==> src/rtl/fifo_pkg.sv <==
// Shared types, default widths and sizing helpers for the programmable FIFO family.
package fifo_pkg;

  typedef enum logic {
    STD_READ  = 1'b0,
    FWFT_READ = 1'b1
  } read_mode_e;

  localparam int DEFAULT_FIFO_WIDTH = 16;
  localparam int DEFAULT_FIFO_DEPTH = 8;

  function automatic int ptr_width(input int depth);
    return (depth > 1) ? $clog2(depth) : 1;
  endfunction

  function automatic int count_width(input int depth);
    return $clog2(depth + 1);
  endfunction

endpackage

==> src/rtl/fifo_mem_sdp.sv <==
// Simple dual-port storage: synchronous write, asynchronous read, no reset on the array.
module fifo_mem_sdp #(
  parameter int WIDTH = 16,
  parameter int DEPTH = 8,
  parameter int PW    = 3
) (
  input  logic             clk,
  input  logic             we,
  input  logic [PW-1:0]    waddr,
  input  logic [WIDTH-1:0] wdata,
  input  logic [PW-1:0]    raddr,
  output logic [WIDTH-1:0] rdata
);

  logic [WIDTH-1:0] mem [DEPTH];

  always_ff @(posedge clk) begin
    if (we) mem[waddr] <= wdata;
  end

  assign rdata = mem[raddr];

endmodule

==> src/rtl/fifo_prog_sync.sv <==
// Single-clock FIFO with arbitrary depth, programmable thresholds, STD/FWFT read
// and sticky error status. Pointers, occupancy, handshakes and flags live here.
module fifo_prog_sync
  import fifo_pkg::*;
#(
  parameter int FIFO_WIDTH = DEFAULT_FIFO_WIDTH,
  parameter int FIFO_DEPTH = DEFAULT_FIFO_DEPTH,
  parameter int AF_LEVEL   = FIFO_DEPTH - 1,
  parameter int AE_LEVEL   = 1,
  parameter int FWFT       = 0
) (
  input  logic                              clk,
  input  logic                              rst_n,
  input  logic [FIFO_WIDTH-1:0]             data_in,
  input  logic                              wr_en,
  input  logic                              rd_en,
  input  logic                              clr_err,
  output logic [FIFO_WIDTH-1:0]             data_out,
  output logic                              wr_ack,
  output logic                              overflow,
  output logic                              underflow,
  output logic                              ovf_sticky,
  output logic                              udf_sticky,
  output logic                              full,
  output logic                              empty,
  output logic                              almostfull,
  output logic                              almostempty,
  output logic [$clog2(FIFO_DEPTH+1)-1:0]   count
);

  localparam int         PW   = ptr_width(FIFO_DEPTH);
  localparam int         CW   = count_width(FIFO_DEPTH);
  localparam read_mode_e MODE = (FWFT != 0) ? FWFT_READ : STD_READ;

  if (FIFO_DEPTH < 2 || AF_LEVEL < 1 || AF_LEVEL > FIFO_DEPTH - 1 ||
      AE_LEVEL < 1 || AE_LEVEL > FIFO_DEPTH - 1) begin : g_param_check
    $error("fifo_prog_sync: illegal FIFO_DEPTH/AF_LEVEL/AE_LEVEL");
  end

  logic [PW-1:0]         wr_ptr;
  logic [PW-1:0]         rd_ptr;
  logic [FIFO_WIDTH-1:0] rd_data;
  logic [FIFO_WIDTH-1:0] data_q;
  logic                  wr_accept;
  logic                  rd_accept;
  logic                  ovf_set;
  logic                  udf_set;

  // Depth need not be a power of two, so wrap explicitly instead of relying on overflow.
  function automatic logic [PW-1:0] next_ptr(input logic [PW-1:0] p);
    return (p == PW'(FIFO_DEPTH - 1)) ? '0 : p + PW'(1);
  endfunction

  // In FWFT mode a full FIFO can take a write in the same cycle the head is popped.
  assign wr_accept = wr_en && (!full || (rd_en && MODE == FWFT_READ));
  assign rd_accept = rd_en && !empty;
  assign ovf_set   = wr_en && !wr_accept;
  assign udf_set   = rd_en && empty && !wr_en;

  fifo_mem_sdp #(
    .WIDTH(FIFO_WIDTH),
    .DEPTH(FIFO_DEPTH),
    .PW   (PW)
  ) u_mem (
    .clk  (clk),
    .we   (wr_accept),
    .waddr(wr_ptr),
    .wdata(data_in),
    .raddr(rd_ptr),
    .rdata(rd_data)
  );

  always_ff @(posedge clk or negedge rst_n) begin
    if (!rst_n) begin
      wr_ptr     <= '0;
      rd_ptr     <= '0;
      count      <= '0;
      data_q     <= '0;
      wr_ack     <= 1'b0;
      overflow   <= 1'b0;
      underflow  <= 1'b0;
      ovf_sticky <= 1'b0;
      udf_sticky <= 1'b0;
    end else begin
      if (wr_accept) wr_ptr <= next_ptr(wr_ptr);
      if (rd_accept) rd_ptr <= next_ptr(rd_ptr);
      if (wr_accept && !rd_accept)      count <= count + CW'(1);
      else if (rd_accept && !wr_accept) count <= count - CW'(1);
      if (rd_accept && MODE == STD_READ) data_q <= rd_data;
      wr_ack    <= wr_accept;
      overflow  <= ovf_set;
      underflow <= udf_set;
      // A new error beats a simultaneous clear.
      if (ovf_set)      ovf_sticky <= 1'b1;
      else if (clr_err) ovf_sticky <= 1'b0;
      if (udf_set)      udf_sticky <= 1'b1;
      else if (clr_err) udf_sticky <= 1'b0;
    end
  end

  assign full        = (count == CW'(FIFO_DEPTH));
  assign empty       = (count == '0);
  assign almostfull  = (count >= CW'(AF_LEVEL)) && !full;
  assign almostempty = !empty && (count <= CW'(AE_LEVEL));
  assign data_out    = (MODE == FWFT_READ) ? (empty ? '0 : rd_data) : data_q;

endmodule

==> config.mk <==
export PLATFORM = sky130hd
export DESIGN_NAME = fifo_prog_sync
export DESIGN_NICKNAME = d
export VERILOG_FILES = /design/src/rtl/fifo_pkg.sv /design/src/rtl/fifo_mem_sdp.sv /design/src/rtl/fifo_prog_sync.sv
export SDC_FILE = /design/constraint.sdc
export NUM_CORES = 1
export LEC_CHECK = 0
export ABC_CLOCK_PERIOD_IN_PS = 7030
export CAP_MARGIN = 20
export CORE_ASPECT_RATIO = 1.4
export CORE_MARGIN = 3
export CORE_UTILIZATION = 62
export CTS_CLUSTER_SIZE = 28
export DETAILED_ROUTE_END_ITERATION = 7
export PLACE_DENSITY = 0.84
export SLEW_MARGIN = 40
export SYNTH_ARGS = -nofsm -noshare
export SYNTH_HDL_FRONTEND = slang
export SYNTH_SLANG_ARGS = --single-unit
export TNS_END_PERCENT = 30
==> constraint.sdc <==
create_clock -name clk -period 7.03 [get_ports clk]
set_input_delay 2.109 -clock clk [delete_from_list [all_inputs] [get_ports clk]]
set_output_delay 2.109 -clock clk [all_outputs]
set_load 0.02 [all_outputs]
==> out/qor.csv <==
stage;metric;value;unit
synthesis;syn_inst;369;
sta;setup_violations;0;
power;p_sw;1.080;mW
route;drc;0;
clock_network;cts_resized;0;
worst_setup_path;cp_slowest_cell;clkdlybuf4s50_1;
clock_network;cts_setup_buffers;0;
worst_setup_path;crit_path_start_kind;register;
sta;period_minus_slack;4.287;ns
power;p_per_area;444.6;nW/um^2
worst_setup_path;path_depth;4;
place;port-buffer-count;49;
worst_setup_path;r2r_slack;4.11;ns
sta;rsz0062_at_grt;false;
run;maxCapViolations;0;
sta;setup_tns;0;ns
clock_network;tritoncts;done;
synthesis;syn_avg_cell_area;17.30;um^2
route;wl_met1;4976;um
run_status;status;finished clean;
die;die_w;91.75;um
global_route;grt_pass1_vias;3712;
worst_setup_path;critPathMaxFanout;7;
power;p_int;2.347;mW
synthesis;synth_top_area_share;60.22;%
route;dr.pass1.iters;4;
worst_setup_path;cp_num_buf_inv;2;
worst_setup_path;path_delay_family;buffers and inverters;
worst_setup_path;max_stage_delay;0.66;ns
die;std_cell_rows;43;
sta;final_hold_viol_count;0;
synthesis;synth.largest_area_cell;edfxtp_1;
place;gp_congestion;0.7207;
power;switching_share;31.51;%
clock_network;clkTransAtPathRegs;0.06;ns
clock_network;cts_sinks;159;
worst_setup_path;rr_endpoint;count[3]$_DFFE_PN0P_;
route;met2_length;6909;um
die;initial_core_util;64.12;%
sta;skew;0.01038;ns
worst_setup_path;cp-end-kind;output pin;
worst_setup_path;path_class;register to output pin;
clock_network;clockBufferDepth;2;
route;drt_iter0_markers;268;
global_route;grt_overflow;0;
hold_path;hp-class;register to register;
place;place_ws;2.793;ns
route;vias;3603;
cells_and_area;drive_gt1_share;22.47;%
global_route;grt_pass1_wl;20240;um
global_route;grt_use_total;24.14;%
synthesis;ys_types;35;
die;die-area;11570;um^2
clock_network;clk_latency;0.42;ns
route;top_layer_used;met4;
route;routed_via_density;6.212;
power;seqPwrFrac;38.8;%
sta;fin_ws;2.743;ns
worst_setup_path;r2r-start;count[0]$_DFFE_PN0P_;
worst_setup_path;worstPathArrival;2.18;ns
route;wire_per_inst;23.10;um
cells_and_area;nets;461;
die;core_area;9953;um^2
synthesis;ys_seq_area_share;72.38;%
worst_setup_path;critPathLaunch;count[0]$_DFFE_PN0P_;
die;die_y;126.1;um
sta;max_freq;233.3;MHz
route;ant_nets;0;
sta;slew_headroom;44.79;%
clock_network;h-tree-depth;4;
route;routed_wl;13400;um
power;clkPwrFrac;28.8;%
power;ir_drop;0.2701;mV
die;ioPinCount;50;
worst_setup_path;setup.worst_path.end;empty;
global_route;antenna_found_initial;0;
cells_and_area;finish.utilization;77.44;%
synthesis;yosys_warnings;0;
synthesis;synth.top_cells.by_area;edfxtp_1 60%, dfrtp_1 12%, mux2_2 5.3%;
global_route;grt_max_degree;68;
route;wl_met3;1083;um
clock_network;clockRootBuffer;clkbuf_16;
clock_network;cts_buffers;17;
power;p_leak;2.806;nW
synthesis;netlist_area;6382;um^2
clock_network;ctsHoldBuffers;0;
cells_and_area;area_growth;20.76;%
synthesis;synth_nets;398;
cells_and_area;antenna_cells;0;
sta;fin_crit_sh;60.98;%
worst_setup_path;reg2reg_depth;10;
worst_setup_path;path_cells;inv_1 > ha_1 > nor3b_2 > clkdlybuf4s50_1;
worst_setup_path;required;4.92;ns
synthesis;yosys_register_bits;159;
sta;worst_pin_slew;0.8261;ns
power;combPwrFrac;32.4;%
sta;final_max_slew_viol_count;0;
place;hpwl;7331;um
## worst register-to-register path, cell delays in order (launching register included)
cell      delay (ns)
dfrtp_1         0.48
inv_1           0.08
ha_1            0.26
nor3b_2         0.20
buf_4           0.23
nand2b_1        0.18
buf_4           0.26
ha_1            0.31
or4_1           0.53
a21oi_1         0.18
xnor2_1         0.13
## power groups by stage
stage	clock network, mW	registers [mW]	logic [mW]
finish	0.986	1.33	1.11
global route	1.04	1.35	1.18
CTS	0.995	1.33	1.11
detailed placement	0	1.34	1.09
global placement	0	1.33	1.05
floorplan	0	1.39	0.668
## area by class of cell
type / instances / area (um^2)
clock buffers: 20 / 446.7
clock inverters: 12 / 191.4
fillers: 555 / 2246
inverters: 7 / 26.28
multi-input cells: 185 / 1662
flip-flops and latches: 159 / 4621
well taps: 135 / 168.9
repair buffers: 62 / 591.8
## routing by layer
metal | vias up | track usage, %
met5 | - | 0
met4 | 0 | 13.04
met3 | 40 | 6.989
met2 | 171 | 39.69
met1 | 1820 | 28.70
li1 | 1572 | -
## through the flow
step	cells	power (mW)	cell area, um^2	hold WS [ns]
5_1_grt	580	3.562	7707	0.5224
2_1_floorplan	369	2.061	6382	0.5473
3_3_place_gp	548	2.385	7058	0.4625
3_5_place_dp	548	2.438	7067	0.4687
4_1_cts	580	3.439	7705	0.4818
6_report	580	3.427	7707	0.4797
## registers in the layout, summed over array words and instances (netlist names)
| signal | flops |
|---|---|
| overflow | 1 |
| wr_ack | 1 |
| ovf_sticky | 1 |
| rd_ptr | 3 |
| udf_sticky | 1 |
| underflow | 1 |
| count | 4 |
| data_out | 16 |
| wr_ptr | 3 |
| u_mem.mem | 128 |
## cells in the mapped netlist
| master | number |
|---|---|
| dfrtp_1 | 31 |
| a21o_1 | 2 |
| inv_2 | 1 |
| nor3b_2 | 1 |
| o21ai_1 | 5 |
| and2_1 | 1 |
| xnor2_1 | 2 |
| buf_4 | 3 |
| nand2b_1 | 5 |
| a21oi_1 | 1 |
| o21ai_0 | 16 |
| nand3b_1 | 1 |
| buf_2 | 6 |
| clkbuf_1 | 5 |
| o31ai_2 | 16 |
| inv_1 | 6 |
| nand4_1 | 1 |
| mux2_2 | 30 |
| ha_1 | 8 |
| nor4_1 | 1 |
| nor2b_1 | 2 |
| nand3_1 | 1 |
| nor4b_1 | 1 |
| edfxtp_1 | 128 |
| nand2_1 | 4 |
| nor3_1 | 4 |
| nor2_1 | 7 |
| mux2_1 | 7 |
| mux2i_1 | 33 |
| or4_1 | 1 |
| o22ai_1 | 16 |
| xor2_1 | 2 |
| a22o_1 | 16 |
| buf_6 | 4 |
| nor3b_1 | 1 |
## cell families (layout without fill, tap and decap cells)
kind of cell	count (synthesis)	after routing	share of synthesized area, %
AOI/OAI and AO/OA	72	72	8.861
xor gates and xnor gates	4	4	0.5490
adders and majority gates	8	8	1.568
buffers and inverters	25	101	2.235
DFF	159	159	72.38
muxes	70	70	11.70
and+or+nand+nor	31	31	2.706
## how the worst min path moves through the flow
stage / startpoint / to / slack [ns] / depth (start not counted)
5_1_grt: udf_sticky$_DFFE_PN0P_ / udf_sticky$_DFFE_PN0P_ / 0.52 / 1
2_1_floorplan: rd_ptr[1]$_DFFE_PN0P_ / rd_ptr[1]$_DFFE_PN0P_ / 0.55 / 2
4_1_cts: udf_sticky$_DFFE_PN0P_ / udf_sticky$_DFFE_PN0P_ / 0.48 / 1
3_5_place_dp: udf_sticky$_DFFE_PN0P_ / udf_sticky$_DFFE_PN0P_ / 0.47 / 1
3_3_place_gp: ovf_sticky$_DFFE_PN0P_ / ovf_sticky$_DFFE_PN0P_ / 0.46 / 1
6_report: udf_sticky$_DFFE_PN0P_ / udf_sticky$_DFFE_PN0P_ / 0.48 / 1
## cells in the final DEF, fill, tap and decap left out, types with 4 or more instances in the layout
cell	n
nor2_1	7
nand2_1	4
bufinv_16	5
dfrtp_1	30
nor3_2	4
o31ai_2	16
mux2_1	7
a22o_1	16
nand2b_1	4
o22ai_1	16
ha_1	8
o21ai_1	5
edfxtp_1	128
inv_1	6
clkbuf_16	17
mux2_2	30
buf_4	12
clkdlybuf4s50_1	49
mux2i_1	33
o21ai_0	16
clkinv_2	5
No activity file was read; power rests on OpenSTA's default activity.
